## src/rtl/cnn_pkg.sv

```systemverilog
// Shared definitions for the CNN memory peripheral loader.
// Holds region codes and sizes, output-buffer depth and the loader's state and op encodings.
package cnn_pkg;

  // Write region codes placed on m_address during a WRITE stream
  localparam logic [2:0] REG_IMG = 3'd0;
  localparam logic [2:0] REG_L1  = 3'd1;
  localparam logic [2:0] REG_L2  = 3'd2;
  localparam logic [2:0] REG_L3  = 3'd3;
  localparam logic [2:0] REG_L4  = 3'd4;

  // Region byte sizes
  localparam int unsigned SIZE_IMG = 10000;
  localparam int unsigned SIZE_L1  = 400;
  localparam int unsigned SIZE_L2  = 12800;
  localparam int unsigned SIZE_L3  = 230400;
  localparam int unsigned SIZE_L4  = 10600;

  localparam int unsigned OUT_BUF_DEPTH = 16384;

  typedef enum logic [2:0] {
    StIdle,
    StWr,
    StRdReq,
    StRdWait,
    StRdOut
  } state_t;

  typedef enum logic {
    OpWrite = 1'b0,
    OpRead  = 1'b1
  } op_t;

  // Byte size of a write region; 0 for codes that name no region
  function automatic int unsigned region_bytes(input logic [2:0] region);
    case (region)
      REG_IMG: region_bytes = SIZE_IMG;
      REG_L1:  region_bytes = SIZE_L1;
      REG_L2:  region_bytes = SIZE_L2;
      REG_L3:  region_bytes = SIZE_L3;
      REG_L4:  region_bytes = SIZE_L4;
      default: region_bytes = 0;
    endcase
  endfunction

endpackage

```

## src/rtl/cnn_loader.sv

```systemverilog
// Host-side bus master for the CNN memory peripheral.
// WRITE: streams cmd_len bytes from src_* into the region named by cmd_region (region code on
//   m_address; the peripheral auto-increments internally).
// READ:  fetches cmd_len bytes from the output buffer (m_address = byte index) onto out_*.
// Ports:
//   clk, reset          clock, synchronous active-low reset
//   cmd_*               command channel (valid/ready, op, region, len)
//   src_*               write byte stream in (valid/ready)
//   out_*               readback byte stream out (valid/ready)
//   m_*                 peripheral bus; m_readdata valid one cycle after m_read
//   done, err           one-cycle completion / bad-region pulses
module cnn_loader
  import cnn_pkg::*;
#(
  parameter int unsigned ADDR_W   = 19,
  parameter int unsigned DATA_W   = 8,
  parameter int unsigned LEN_W    = 18,
  parameter int unsigned NUM_REGS = 5
) (
  input  logic              clk,
  input  logic              reset,
  input  logic              cmd_valid,
  output logic              cmd_ready,
  input  logic              cmd_op,
  input  logic [2:0]        cmd_region,
  input  logic [LEN_W-1:0]  cmd_len,
  input  logic [DATA_W-1:0] src_data,
  input  logic              src_valid,
  output logic              src_ready,
  output logic [DATA_W-1:0] out_data,
  output logic              out_valid,
  input  logic              out_ready,
  output logic [ADDR_W-1:0] m_address,
  output logic [DATA_W-1:0] m_writedata,
  output logic              m_chipselect,
  output logic              m_write,
  output logic              m_read,
  input  logic [DATA_W-1:0] m_readdata,
  output logic              done,
  output logic              err
);

  state_t              state_q, state_d;
  logic [LEN_W-1:0]    len_q, len_d;
  logic [LEN_W-1:0]    cnt_q, cnt_d;
  logic [LEN_W-1:0]    cnt_inc;
  logic [2:0]          region_q, region_d;
  logic                done_q, done_d;
  logic                err_q, err_d;
  logic                rd_done;
  logic [DATA_W-1:0]   out_data_q, out_data_d;
  logic                out_valid_q, out_valid_d;
  // Registered bus-output stage
  logic [ADDR_W-1:0]   m_addr_q, m_addr_d;
  logic [DATA_W-1:0]   m_wdata_q, m_wdata_d;
  logic                m_cs_q, m_cs_d;
  logic                m_write_q, m_write_d;
  logic                m_read_q, m_read_d;

  assign cnt_inc = cnt_q + LEN_W'(1);

  always_comb begin
    state_d     = state_q;
    len_d       = len_q;
    cnt_d       = cnt_q;
    region_d    = region_q;
    done_d      = 1'b0;
    err_d       = 1'b0;
    rd_done     = 1'b0;
    out_data_d  = out_data_q;
    out_valid_d = out_valid_q;
    m_addr_d    = m_addr_q;
    m_wdata_d   = m_wdata_q;
    m_cs_d      = 1'b0;
    m_write_d   = 1'b0;
    m_read_d    = 1'b0;
    cmd_ready   = (state_q == StIdle);
    src_ready   = (state_q == StWr);

    unique case (state_q)
      StIdle: begin
        if (cmd_valid) begin
          len_d    = cmd_len;
          region_d = cmd_region;
          cnt_d    = '0;
          if (op_t'(cmd_op) == OpWrite && 32'(cmd_region) >= NUM_REGS) begin
            err_d = 1'b1;
          end else if (cmd_len == '0) begin
            done_d = 1'b1;
          end else if (op_t'(cmd_op) == OpWrite) begin
            state_d = StWr;
          end else begin
            // First read strobe issues on entry to StRdReq
            state_d  = StRdReq;
            m_cs_d   = 1'b1;
            m_read_d = 1'b1;
            m_addr_d = '0;
          end
        end
      end
      StWr: begin
        if (src_valid) begin
          m_cs_d    = 1'b1;
          m_write_d = 1'b1;
          m_addr_d  = ADDR_W'(region_q);
          m_wdata_d = src_data;
          cnt_d     = cnt_inc;
          // Final byte: done rides with its registered write
          if (cnt_inc == len_q) begin
            state_d = StIdle;
            done_d  = 1'b1;
          end
        end
      end
      StRdReq: begin
        state_d = StRdWait;
      end
      StRdWait: begin
        out_data_d  = m_readdata;
        out_valid_d = 1'b1;
        state_d     = StRdOut;
      end
      StRdOut: begin
        if (out_ready) begin
          out_valid_d = 1'b0;
          cnt_d       = cnt_inc;
          if (cnt_inc == len_q) begin
            rd_done = 1'b1;
            state_d = StIdle;
          end else begin
            state_d  = StRdReq;
            m_cs_d   = 1'b1;
            m_read_d = 1'b1;
            m_addr_d = ADDR_W'(cnt_inc);
          end
        end
      end
      default: state_d = StIdle;
    endcase
  end

  always_ff @(posedge clk) begin
    if (!reset) begin
      state_q     <= StIdle;
      len_q       <= '0;
      cnt_q       <= '0;
      region_q    <= '0;
      done_q      <= 1'b0;
      err_q       <= 1'b0;
      out_data_q  <= '0;
      out_valid_q <= 1'b0;
      m_addr_q    <= '0;
      m_wdata_q   <= '0;
      m_cs_q      <= 1'b0;
      m_write_q   <= 1'b0;
      m_read_q    <= 1'b0;
    end else begin
      state_q     <= state_d;
      len_q       <= len_d;
      cnt_q       <= cnt_d;
      region_q    <= region_d;
      done_q      <= done_d;
      err_q       <= err_d;
      out_data_q  <= out_data_d;
      out_valid_q <= out_valid_d;
      m_addr_q    <= m_addr_d;
      m_wdata_q   <= m_wdata_d;
      m_cs_q      <= m_cs_d;
      m_write_q   <= m_write_d;
      m_read_q    <= m_read_d;
    end
  end

  assign out_data     = out_data_q;
  assign out_valid    = out_valid_q;
  assign m_address    = m_addr_q;
  assign m_writedata  = m_wdata_q;
  assign m_chipselect = m_cs_q;
  assign m_write      = m_write_q;
  assign m_read       = m_read_q;
  // Read completion is reported in the cycle of the last output handshake
  assign done         = done_q | rd_done;
  assign err          = err_q;

endmodule

```

## config.mk

```make
export PLATFORM = sky130hd
export DESIGN_NAME = cnn_loader
export DESIGN_NICKNAME = d
export VERILOG_FILES = /design/src/rtl/cnn_pkg.sv /design/src/rtl/cnn_loader.sv
export SDC_FILE = /design/constraint.sdc
export NUM_CORES = 1
export LEC_CHECK = 0
export CAP_MARGIN = 40
export CORE_ASPECT_RATIO = 0.5
export CORE_MARGIN = 3
export CORE_UTILIZATION = 55
export DETAILED_ROUTE_END_ITERATION = 8
export MAX_ROUTING_LAYER = met4
export PLACE_DENSITY_LB_ADDON = 0.08
export SYNTH_ARGS = -nofsm -noshare
export SYNTH_HDL_FRONTEND = slang
export SYNTH_SLANG_ARGS = --single-unit
```

## constraint.sdc

```tcl
create_clock -name clk -period 8.4 [get_ports clk]
set_input_delay 1.26 -clock clk [delete_from_list [all_inputs] [get_ports clk]]
set_output_delay 1.26 -clock clk [all_outputs]
set_load 0.03 [all_outputs]
```

==> impl_metrics.py <==
metrics = {
    "clock_network": {
        "post-cts-setup-buffer-count": 0,
        "cts_buffer_depth": 2,
        "cts_resized": 0,
        "cts_max_level": 3,
        "cts.sinks": 82,
        "cts_root_buffer": "clkbuf_16",
        "clk_latency_ps": 350,
        "cts_tree": "done",
        "cts_hold_buf": 0,
        "clkTransAtPathRegs_ps": 70,
        "cts_buffers": 9,
    },
    "yosys": {
        "synth-seq-cells": 82,
        "synth_top_area_frac": 0.373,
        "async_flop_share": 0,
        "synth.distinct_cells": 69,
        "synthCells": 556,
        "avgSynthCellArea_um2": 7.93,
        "synth_nets": 600,
        "yosys_warnings": 0,
        "synth_ff_type": "dfxtp_1",
        "mappedNetlistArea_mm2": 0.00441,
        "seq_area_frac_synth": 0.373,
        "yosysTopAreaCell": "dfxtp_1",
        "synth_area_leaders": "dfxtp_1 37%, nand2_1 8.1%, a21oi_1 6.8%",
        "synth_edf_count": 0,
    },
    "grt": {
        "top_usage_layer": "met2",
        "antenna_found_initial": 0,
        "gr-usage-met2": 0.418,
        "grtUsageMet3": 0.0797,
        "grt_usage": 0.288,
        "grt_max_degree": 59,
        "grt_pass1_vias": 3917,
        "grt_use_met1": 0.394,
        "grt-ovfl-total": 0,
        "grt_pass1_wl_um": 20500,
    },
    "worst_setup_path": {
        "crit_slowest_cell": "clkdlybuf4s50_1",
        "critPathMaxFanout": 20,
        "critical_path_class": "reg -> out",
        "timing.rr.start": "cnt_q[2]$_SDFFE_PN0P_",
        "critPathCaptureType": "output port",
        "reg2reg_depth": 7,
        "path_cells": "nand3_1 > o21ai_0 > a31oi_1 > a2111oi_0 > nand3_1 > nor3_4 > a31o_1 > clkdlybuf4s50_1",
        "cpMostUsedCell": "nand3_1",
        "crit_arrival_ps": 4540,
        "r2r_end": "m_address[8]$_SDFFE_PN0P_",
        "max_stage_delay_ps": 680,
        "worstPathRequired_ps": 7140,
        "start_kind": "register",
        "worst-r2r-setup-slack_ps": 4700,
    },
    "drt": {
        "routedWlPerCell_um": 17.6,
        "route.detailed.drc": 0,
        "first_pass_iters": 5,
        "vias": 4343,
        "wl_um": 12800,
        "viasPerCell": 5.99,
        "drt-initial-drc-count": 438,
        "antenna_left": 0,
    },
    "timing": {
        "layout_worst_path_cycle_share": 0.690,
        "tightest_slew_ps": 809,
        "max_slew_margin": 0.459,
        "clock-skew-final_ps": 12.6,
        "holdWs_ps": 451,
        "min_period_ps": 5800,
        "slew_violations": 0,
        "layout_setup_ws_ps": 2600,
        "max_clock_freq_mhz": 172,
        "setup_viol": 0,
        "hold_violations": 0,
        "rsz0062_at_grt": "no",
        "finalSetupTns_ps": 0,
    },
    "placed_design": {
        "place_area_mm2": 0.00522,
        "gp_congestion": 1.01,
        "dp_slack_ps": 3050,
        "dpl.hpwl_um": 9180,
        "io_buffers": 84,
        "dp_cells": 709,
    },
    "pwr": {
        "power_frac_comb": 0.235,
        "pwr-share-seq": 0.403,
        "p_leak_nw": 1.82,
        "power_density_mw_per_mm2": 197,
        "peakVddDrop_uv": 137,
        "design_power_total_mw": 1.08,
        "pwr-share-clk": 0.362,
        "switching_share": 0.335,
        "p_int_mw": 0.721,
        "p_sw_mw": 0.363,
    },
    "finish": {
        "final_common_cell": "nand2_1",
        "layout_common_cells": "95 x nand2_1, 84 x clkdlybuf4s50_1, 82 x dfxtp_1",
        "synthToLayoutAreaGrowth_pct": 25.1,
        "antenna_cells": 0,
        "drive_gt1_frac": 0.0648,
        "nets": 656,
        "multi_input_area_mm2": 0.00246,
        "finalNonFillerCells": 725,
        "register_area_mm2": 0.00164,
        "fin_util": 0.731,
        "nFillCells": 613,
        "final_cell_area_mm2": 0.00551,
    },
    "worst_hold_path": {
        "hp-start": "m_address[10]$_SDFFE_PN0P_",
        "min_path_type": "reg -> reg",
        "min_path_cells": 2,
        "whs_endpoint": "m_address[10]$_SDFFE_PN0P_",
    },
    "run_status": {
        "status": "complete, no violations",
    },
    "run": {
        "drv_cap": 0,
    },
    "floorplanning": {
        "start_util": 0.584,
        "core_mm2": 0.00754,
        "die_area_mm2": 0.00919,
        "die_w_um": 133,
        "rows": 22,
        "io_pins": 86,
        "die_h_um": 69.3,
    },
}
==> per-layer routing <==
layer | part of all wire | wire, um | vias to the layer above
met5 | 0 | 0 | -
met4 | 0.015 | 187 | 0
met3 | 0.096 | 1220 | 19
met2 | 0.43 | 5520 | 243
met1 | 0.46 | 5830 | 2004
li1 | - | - | 2077
==> power groups by stage <==
stage	registers, mW	logic [mW]	clock network (mW)
floorplan	0.444	0.161	0
global placement	0.443	0.243	0
detailed placement	0.444	0.249	0
CTS	0.435	0.252	0.399
global route	0.439	0.278	0.414
finish	0.437	0.255	0.393
==> worst max-delay path: cells and delay by family (launching register included) <==
kind | cells | cell delay (ps)
AND/OR/NAND/NOR | 3 | 1520
buffers and inverters | 1 | 680
flip-flops | 1 | 560
AO/OA/AOI/OAI | 4 | 1420
==> synthesized netlist by cell type, drive strengths merged (5+ instances only) <==
cell,number
xnor2,21
o32ai,15
inv,25
clkbuf,26
nor4,17
mux2i,5
nor3b,8
a21oi,61
dfxtp,82
nand3,23
nand2,95
xor2,7
o21ai,19
buf,18
nand4,11
nand2b,5
nor3,15
nor2,31
==> flip-flops by register name, indices dropped and copies added, names as in the netlist, 3 cells and up <==
signal	flops
len_q	18
cnt_q	18
m_address	18
m_writedata	8
out_data	8
state_q	3
region_q	3
==> cell type report <==
| type | instances | area share |
|---|---|---|
| multi-input cells | 405 | 0.447 |
| flip-flops and latches | 82 | 0.298 |
| repair buffers | 89 | 0.160 |
| clock buffers | 9 | 0.0408 |
| well taps | 108 | 0.0245 |
| inverters | 25 | 0.0170 |
| clock inverters | 7 | 0.0129 |
==> cells by family (layout without fill, tap and decap cells) <==
group / after synthesis / count (layout) / share of synthesized area
DFF: 82 / 82 / 0.373
adders and majority gates: 1 / 1 / 0.00284
xor gates and xnor gates: 30 / 30 / 0.0659
buffers and inverters: 69 / 130 / 0.0681
and+or+nand+nor: 234 / 234 / 0.279
other: 1 / 1 / 0.000851
muxes: 8 / 8 / 0.0190
AOI/OAI and AO/OA: 131 / 131 / 0.192
==> how the worst max path moves through the flow <==
stage,from,end,slack [ps],cells past startpoint
final,cnt_q[2]$_SDFFE_PN0P_,done,2600,8
after global routing,cnt_q[2]$_SDFFE_PN0P_,done,2220,8
after CTS,cnt_q[2]$_SDFFE_PN0P_,done,2670,8
after detailed placement,cnt_q[2]$_SDFFE_PN0P_,done,3050,8
after global placement,cnt_q[2]$_SDFFE_PN0P_,done,3220,8
after floorplan,cnt_q[1]$_SDFFE_PN0P_,done,4460,10
Power figures use the tool's default switching activity.
